$ cat config.mk
export PLATFORM = sky130hd
export DESIGN_NAME = byte_2_word
export DESIGN_NICKNAME = d
export VERILOG_FILES = /design/src/rtl/byte_2_word.sv
export SDC_FILE = /design/constraint.sdc
export NUM_CORES = 1
export LEC_CHECK = 0
export ABC_AREA = 1
export CORE_MARGIN = 2
export CORE_UTILIZATION = 46
export DETAILED_ROUTE_END_ITERATION = 8
export PLACE_DENSITY = 0.69
export SYNTH_ARGS = -nofsm -noshare
export SYNTH_HDL_FRONTEND = slang
export SYNTH_SLANG_ARGS = --single-unit
export TNS_END_PERCENT = 30
$ cat constraint.sdc
create_clock -name clk -period 2.3 [get_ports clk]
set_input_delay 0.23 -clock clk [delete_from_list [all_inputs] [get_ports clk]]
set_output_delay 0.23 -clock clk [all_outputs]
set_load 0.05 [all_outputs]
$ cat src/rtl/byte_2_word.sv
// byte_2_word: pairs two received bytes, low byte first, into a 16-bit word; a stray low byte is dropped on timeout
module byte_2_word #(
  parameter int TIMEOUT_CYCLES = 1000,
  parameter int TO_W = 16
) (
  input  logic        clk,
  input  logic        rst,
  input  logic        ce,
  input  logic        byte_dv,
  input  logic [7:0]  byte_in,
  output logic        word_dv,
  output logic [15:0] word,
  output logic        busy,
  output logic        timeout_err
);
  typedef enum logic {IDLE, WAIT_HI} state_t;
  state_t state;
  logic [7:0] lo;
  logic [TO_W-1:0] cnt;
  logic expire;
  assign expire = (TIMEOUT_CYCLES != 0) && (cnt == TO_W'(TIMEOUT_CYCLES - 1));
  assign busy = (state == WAIT_HI);
  always_ff @(posedge clk or posedge rst) begin
    if (rst) begin
      state <= IDLE;
      lo <= '0;
      cnt <= '0;
      word <= '0;
      word_dv <= 1'b0;
      timeout_err <= 1'b0;
    end else begin
      word_dv <= 1'b0;
      timeout_err <= 1'b0;
      if (ce) begin
        if (state == IDLE) begin
          if (byte_dv) begin
            lo <= byte_in;
            cnt <= '0;
            state <= WAIT_HI;
          end
        end else if (byte_dv) begin
          word <= {byte_in, lo};
          word_dv <= 1'b1;
          state <= IDLE;
        end else if (expire) begin
          timeout_err <= 1'b1;
          state <= IDLE;
        end else begin
          // saturates so a disabled timeout never wraps
          cnt <= cnt + TO_W'(cnt != '1);
        end
      end
    end
  end
endmodule

Word-level counts from Yosys, hierarchy flattened:

Index checks and enable logic that the tools add are counted.

* flip-flop bits (word level): 43
* input bits: 12
* word-level logic and storage cells: 30

* add/sub/neg operators: 1
* equal/unequal tests: 4
* mux-type cells: 14
* bitwise operators: 1
* reduce and logical (&&, ||, !) cells: 4

Operators with widths (count)
* 2-to-1 mux 16 bit: 4
* adder 16 x 1 -> 16 bit: 1
* equality test 16 x 10 -> 1 bit, second input constant: 1
* != test 16 bit, second input constant: 1
* 2-to-1 mux 1 bit: 10
* AND reduction 3 bit: 2
* != test 2 bit, second input constant: 2
* AND reduction 4 bit: 1
* nonzero test 2 bit: 1
* inverter 1 bit: 1

Logic depth before layout (Yosys ltp):

Gate-level depths: netlist (run 1).

* depth after elaboration: 5
* gate-level depth with buffers: 13
* gate-level depth less buffers: 13

Least setup slack after synthesis (run 1):

OpenSTA, ideal clock, no wires.

* path type: register to register
* from: register cnt[9]
* to: register cnt[11]
* library setup time: 0.117 ns
* arrival: 1.816 ns
* required time: 2.183 ns
* path slack: 0.367 ns
* cell stages (with the launch flop): 14
* period minus slack after synthesis: 1.933 ns
* cell sequence: dfrtp_1 > nand2_1 > nor2_1 > nand3_1 > or3b_1 > ha_1 > nand2_1 > nor2_2 > nand2_1 > inv_1 > nand2_1 > nand2_1 > nand3_1 > nand2_1

* word-level cells in the longest chain between the ends: 5

Ends and longest elaborated chain
* start, declared: line 19 `logic [TO_W-1:0] cnt;`
* start signal, assigned: line 50 `cnt <= cnt + TO_W'(cnt != '1);`
* != test 16 bit: line 50
* adder 16 x 1 -> 16 bit: line 50
* 2-to-1 mux 16 bit: line 45 `end else if (expire) begin`
* 2-to-1 mux 16 bit: line 41 `end else if (byte_dv) begin`
* 2-to-1 mux 16 bit: line 35 `if (state == IDLE) begin`

Several ways; a longest one is shown, not always the timed one. The select of a mux whose other input is x is not followed.
A chain may end at the register's enable or synchronous reset.

Worst setup path in the final report (run 1):

Ends and elaborated chain as after synthesis.

==> impl_summary.md, run 1 <==
Global routing
Entering global routing, the biggest net connects 44 pins. The via count of the first global-routing pass is 1529. The remaining global-route overflow is 0. Across every metal layer, demand over resource in global routing totals 0.172. The first global-routing pass estimated 7110 um of wire. The number of antenna violations at the first check in global routing came to 0.

Drt
Dividing the detail-routed wire length by the instance count gives 11.6 um. In this run, the number of DRC markers left after iteration 0 of detailed routing was approximately 110. Before antenna repair, the detailed router went through 5 iterations. The routed wire length is 4430 um.

Using the TritonRoute via totals, the vias-per-cell ratio works out to 4.74. The number of remaining DRC errors is 0. The total via count after detailed routing is 1814. The antenna violation net count after detailed routing is 0.

Clock tree
The number of clock sinks is 43. For the worst-skew pair, the clock arrives at the later sink with an insertion delay of 300 ps. TritonCTS built the clock tree. The total of hold buffers inserted after clock tree synthesis is 0. The longest clock path from root to sink contains 2 buffers. The total CTS buffers is 5. After clock tree synthesis, the clock-pin slew on the worst setup and hold paths is approximately 90 ps.

In this run the number of H-tree levels came out at 2. Clock tree synthesis selected as its root buffer the cell clkbuf_8.

Power
The total power density per cell area is 902 nW/um2. In this run the static leakage power is 0.00132 uW. VDD sags by at most 0.560 mV.

Placement
Buffers placed on the I/O ports in this run total 30. The half-perimeter wire length after placement is 3020 um. The post-placement cell area is 2610 um2. The final estimated routing congestion in global placement is 0.844.

Floorplan
After floorplanning, the core was sized to cover 4720 um2. 31 I/O pins were placed. The horizontal die dimension is roughly 74 um. The die outline area is about 5500 um2. The initial cell density of the core is 0.476. The die height is 73.9 um.

Row generation in the floorplan step produced 25 rows.

STA
Setup repair after global routing left no endpoint under its margin. The maximum clock skew at final layout is between 10 and 15 ps. The number of hold violations in the final report came to 0.

Dividing the final minimum period by the clock period gives 0.928. The headroom to the max-slew limit is 0.644. The highest attainable clock frequency is between 0.4 and 0.5 GHz. The number of max-slew violations in the final report is 0. The routed design could run at a clock period as short as 2130 ps. At the pin with the least slew margin, the transition time is 534 ps. Setup total negative slack on the finished layout was measured at 0 ps. Setup violations remaining at the end of the flow were counted as 0.

Logic synthesis
The share of the yosys chip area belonging to registers is 0.479. The number of different library cells in the post-synthesis netlist is 30. The cell area that synthesis handed to floorplanning was around 2200 um2. Each instance of the synthesized netlist takes up on average 8.09 um2. The number of nets in the synthesized netlist is 292. For this run, asynchronously set or reset flops after synthesis account for 1.00. The warning count from the yosys run is 0. The synthesized netlist cell count is 278. The number of enable flip-flop cells after synthesis is 0. The most used flip-flop cell after synthesis is dfrtp_1.

The post-synthesis sequential element count is between 40 and 50.

Setup path
In this run the critical register-to-register path is launched from cnt[9]. The worst setup path is of the reg -> reg kind. The highest fanout seen on the critical path is 4. By instance count, the cell type seen most on the critical path is nand2_1.

Data arrives at the worst endpoint at 2330 ps. The setup check on the worst reg-to-reg path leaves a slack of 170 ps. The cell count of the worst reg-to-reg path is 13. Broken down by cell family, the worst path's largest delay share belongs to simple AND/OR/NAND/NOR gates. In this run the worst setup path begins at cnt[9]. In this design, the stage delay of the slowest critical-path cell is 400 ps. The cell at the slowest stage of the critical path is dfrtp_1. The worst endpoint required time is 2500 ps. Counting both buffers and inverters, the worst setup path holds a total of 1.

In this run the critical register-to-register path is captured at cnt[11]. The critical path goes through nand2_1, nor2_2, nand3_1, or3b_1, ha_1, nand2_1, nor2_2, nand2_1, inv_1, nand2_1, nand2_1, nand3_1, nand2_1. The worst setup path is captured at a flip-flop.

STA classifies the critical path startpoint as a flip-flop.

Outcome
The run finished with clean final reports.

Run
The max-capacitance violation count is 0.

Final layout
The fraction of final layout cells sized beyond drive strength 1 is 0.174. The repair_antennas step left the layout with diodes totalling 0. The final non-filler cell area is about 2700 um2.

The layout overhead on the synthesized area is 22.0%. The number of filler cells placed in the layout is around 440. The count of nets after finishing is 330.

Worst hold path
The tightest min-delay check is of the in -> async type.
## layer usage
metal | GRT usage | vias to the layer above | wire length [um]
li1 | - | 941 | -
met1 | 0.244 | 826 | 2210
met2 | 0.257 | 41 | 2000
met3 | 0.0412 | 6 | 150
met4 | 0.0606 | 0 | 69
met5 | 0 | - | 0
## layout by cell type, fill, tap and decap left out, types with 2 or more instances in the layout
cell,count
buf_4,8
clkbuf_8,5
clkdlybuf4s50_1,30
clkinv_1,2
dfrtp_1,43
ha_1,2
inv_1,23
inv_2,9
nand2_1,94
nand2_2,6
nand2_4,3
nand3_1,20
nand4_1,5
nor2_1,23
nor2_2,3
nor2_4,2
nor3_2,2
o21ai_1,8
o21ai_2,14
xor2_1,4
## synth_stat cells, types with 2 or more instances
library cell  count  area share
o21ai_1           8       0.018
nand3_1          20       0.045
nor3_2            2      0.0089
nand2_4           3       0.015
o21ai_2          14       0.055
nand4_1           5       0.014
nor2_1           24       0.040
nand2_1          94        0.16
nor2_2            2      0.0056
buf_6             2       0.010
ha_1              2       0.011
xor2_1            4       0.016
dfrtp_1          43        0.48
nand2_2           6       0.017
nor2_4            2       0.010
clkbuf_1          2      0.0033
inv_1            24       0.040
inv_2             9       0.015
## final cells by class
class	instances	area (um2)	share of cell area
inverter	34	128	0.0465
sequential	43	1080	0.392
clock buffer	5	68.8	0.0251
multi-input combinational	194	990	0.361
timing repair buffer	38	360	0.131
clock inverter	2	37.5	0.0137
tap	67	83.8	0.0306
## worst min-delay path, delay by kind of cell
kind,cells,cell delay (ps)
buffers and inverters,3,890
## where the power goes
part           switching (uW)  leakage [uW]  internal, uW
logic                     602      0.000707           293
registers                91.8      0.000564           908
clock network             263     0.0000502           317
## worst max-delay path by stage
stage / endpoint / slack, ps / depth (start not counted)
2_1_floorplan: cnt[11] / 370 / 13
3_3_place_gp: cnt[11] / 240 / 13
5_1_grt: cnt[11] / 10 / 13
4_1_cts: cnt[11] / 130 / 13
3_5_place_dp: cnt[11] / 180 / 13
6_report: cnt[11] / 170 / 13
## kinds of logic after synthesis
logic type      after synthesis  synth area share
compound gates               25            0.0812
fa+ha+maj                     2            0.0111
flops                        43             0.479
buf+inv                      41            0.0824
xor+xnor                      4            0.0156
simple gates                163             0.331
## through the flow
stage               setup WS, ps   util  total power (uW)  instances  hold WS, ps
floorplan                    367      -              1630        278          303
global placement             238  0.552              1910        372          452
detailed placement           181  0.552              1920        372          458
CTS                          132  0.574              2500        379          379
global route                12.8  0.581              2600        383          437
finish                       166  0.581              2470        383          354
## state kept, by name, indices dropped and copies added (netlist names)
name / flops
cnt: 16
word: 16
lo: 8
busy: 1
timeout_err: 1
word_dv: 1
## repair_timing
| action | in CTS | in global routing |
|---|---|---|
| endpoints found under the hold margin | 0 | 0 |
| gates resized for setup | 0 | 1 |
| endpoints found under the setup margin | 0 | 3 |
| buffers inserted | 0 | 4 |
Power figures use the tool's default switching activity.
==> run 2: changes to the inputs <==
Clock period 2.3 ns to 2.1 ns, I/O delays scaled along.
==> run 2 against run 1 <==
  * Non-clock buffer count grew 6
  * Wire length shrank 2.0%
  * Core utilization grew 1.5 points
  * Cell area grew 2.6%
  * Cell count grew 1.8%
  * Sequential share of layout area shrank 0.98 points
  * Power grew 11%
  * Maximum frequency grew 8.8%
  * Clock power grew 16%
==> impl_summary.md, run 2 (synthesis results as in run 1) <==
Clock tree
TritonCTS built the clock tree. The post-CTS clock slew at the launch and capture registers of the worst setup and hold paths is 80 ps (about the same). The H-tree level count came to 2 (unchanged).

The clock tree root buffer cell is clkbuf_8. The insertion delay to the later sink of the worst-skew pair is 290 ps (about the same). The total CTS buffers is 5 (unchanged). The number of clock sinks came to 43 (unchanged). The number of buffers on the longest clock path is 2 (unchanged).

Setup path
The flop-to-flop setup slack came to 140 ps (-30 ps). The endpoint identified for the worst register-to-register timing path is cnt[9]. The highest fanout seen on the critical path came to 8 (+4). The largest incremental delay on the critical path is 380 ps (-20 ps).

The largest individual stage delay along the critical path comes from the cell dfrtp_1. The data arrival time of the worst path is 2150 ps (-180 ps). The startpoint identified for the worst register-to-register timing path is cnt[6].

STA classifies the critical path startpoint as a flip-flop. The critical path goes through nand2_1, nor2_2, nand3_2, or3b_4, ha_1, nand2_1, nor2_4, nand3_1, nand2_1, nand2_1, nor2_1, nand2_1, nand2_1. The worst endpoint required time came to 2290 ps (-210 ps). Counting stages on the worst path, the most repeated cell is nand2_1. STA classifies the critical path endpoint as a flip-flop.

The type of the setup path with the least slack is reg -> reg. The cell count of the worst reg-to-reg path is 13 (unchanged).

Drt
The number of detailed-routing iterations run before antenna repair came to 4 (-1). The routed wire length was 4340 um (-2.0%). The post-detailed-route wirelength per cell is 11.1 um (-3.7%).

The average via count per standard cell is 4.69 (-1.0%). The number of violations reported at the end of detailed-routing iteration 0 is 96 (-10%). The number of remaining DRC errors is 0 (unchanged). The total via count after detailed routing is 1828 (+0.77%). The antenna violation net count after detailed routing is 0 (unchanged).

STA
The number of hold violations in the final report is 0 (unchanged). The maximum clock skew at final layout was 5.08 ps (-8.48 ps). The number of max-slew violations in the final report is 0 (unchanged). The aggregate negative setup slack is 0 ps (unchanged). The headroom to the max-slew limit is 0.647 (+0.00303).

Setup repair after global routing left no endpoint under its margin. The setup violation total in the final timing report is 0 (unchanged). The minimum clock period after layout is 1960 ps (-173 ps). The highest attainable clock frequency is 0.510 GHz (+8.8%). The fraction of the cycle the final worst path needs is 0.934 (+0.00620). The slew at the pin closest to its max-slew limit is 529 ps (-4.54 ps).

Final layout
The count of nets after finishing came to 336 (+1.8%). The number of filler cells placed in the layout is 427 (-2.7%). The fraction of final layout cells sized beyond drive strength 1 came to 0.201 (+0.0272). In the layout the commonest cells are nand2_1, dfrtp_1, clkdlybuf4s50_1. The largest registers in the layout are cnt x16, word x16, lo x8. The library cell used most frequently in the layout, excluding fill and tap cells, is nand2_1. The antenna cell count was 0 (unchanged). The layout overhead on the synthesized area is 25.2%.

Floorplan
The horizontal die dimension is 73.9 um (unchanged). The number of top-level pins came to 31 (unchanged). The die height is 73.9 um (unchanged). The initial cell density of the core is 0.476 (unchanged). The die outline area is 5460 um2 (unchanged). The number of rows created at floorplan is 25 (unchanged). The area of the core region is 4720 um2 (unchanged).

Global routing
The met1 usage is 0.259 (+0.0155). The remaining global-route overflow was 0 (unchanged). The first-pass GRT wire length is 7620 um (+7.1%). The met3 usage is 0.0370 (-0.00412). The global routing stage identified its most utilized layer as met2. The total routing usage reported by global routing came to 0.181 (+0.00970). The largest net degree at the start of global routing is 44 (unchanged). The met2 track demand over resource was 0.279 (+0.0218). The number of antenna violations at the first check in global routing is 0 (unchanged).

The via count of the first global-routing pass is 1673 (+9.4%).

Power
The total power density per cell area is 977 nW/um2 (+8.3%). The worst ir drop on vdd is 0.682 mV (+22%). The total design power was 2750 uW (+11%).

The static leakage is 0.00137 uW (+3.4%).

Outcome
The run finished with clean final reports.

Placement
The final estimated routing congestion in global placement is 0.834 (-1.2%). The number of port buffers is 30 (unchanged). The half-perimeter wire length after placement is 3140 um (+4.0%).

Run
The max-capacitance violation count is 0 (unchanged).

Worst hold path
The tightest min-delay check is of the in -> async type.
-- run 2: cell types whose count changed in the layout (fill, tap and decap cells not counted), sizes merged --
cell,change
clkbuf,+1
inv,+1
buf,+6
clkinvlp,-1
-- run 2: worst max path at each step --
| stage | endpoint | startpoint | slack (ps) |
|---|---|---|---|
| global route | cnt[11] | cnt[6] | 0.2 |
| CTS | cnt[11] | cnt[6] | 50 |
| finish | cnt[9] | cnt[6] | 140 |
| global placement | cnt[11] | cnt[7] | 130 |
| detailed placement | cnt[11] | cnt[6] | 70 |
| floorplan | cnt[11] | cnt[9] | 170 |
-- run 2: what timing repair did --
| action | CTS | global route |
|---|---|---|
| setup buffers | 0 | 2 |
| setup endpoints to repair | 0 | 10 |
| hold endpoints to repair | 0 | 0 |
| gates resized for setup | 0 | 4 |
| hold buffers | 0 | 0 |
-- run 2: stage by stage --
stage               instance area, um2  std cells  hold slack, ps  setup slack (ps)   util
floorplan                         2250        278             283               167      -
global placement                  2670        380             454               125  0.564
detailed placement                2670        380             458              66.7  0.564
CTS                               2790        388             362              51.4  0.590
global route                      2810        390             421             0.154  0.596
finish                            2810        390             344               139  0.596
-- run 2: critical path, delay by kind of cell (launching register included) --
family	cells	cell delay, ps
flip-flops	1	380
AND/OR/NAND/NOR	12	1280
adder cells (fa/ha/maj)	1	190
-- run 2: layout make-up --
class                   instances  area [um2]  share of cell area
flip-flops and latches         43        1080               0.382
multi-input cells             194        1000               0.355
repair buffers                 44         405               0.144
inverters                      34         128              0.0454
well taps                      67        83.8              0.0298
clock buffers                   6        82.6              0.0293
clock inverters                 2        38.8              0.0138
-- run 2: per-layer routing --
layer | wire, um | up-vias
met2 | 1930 | 39
met5 | 0 | -
met4 | 61 | 0
li1 | - | 963
met3 | 162 | 6
met1 | 2190 | 820
-- run 2: where the power goes --
part | switching [uW] | internal, uW
logic | 659 | 322
registers | 101 | 994
clock network | 281 | 391
total | 1040 | 1710
==> run 3: changes to the inputs <==
Settings changed: SKIP_CTS_REPAIR_TIMING set to 1.
==> results of run 3 <==
No change in the layout: final DEF, timing and power equal those of run 2.
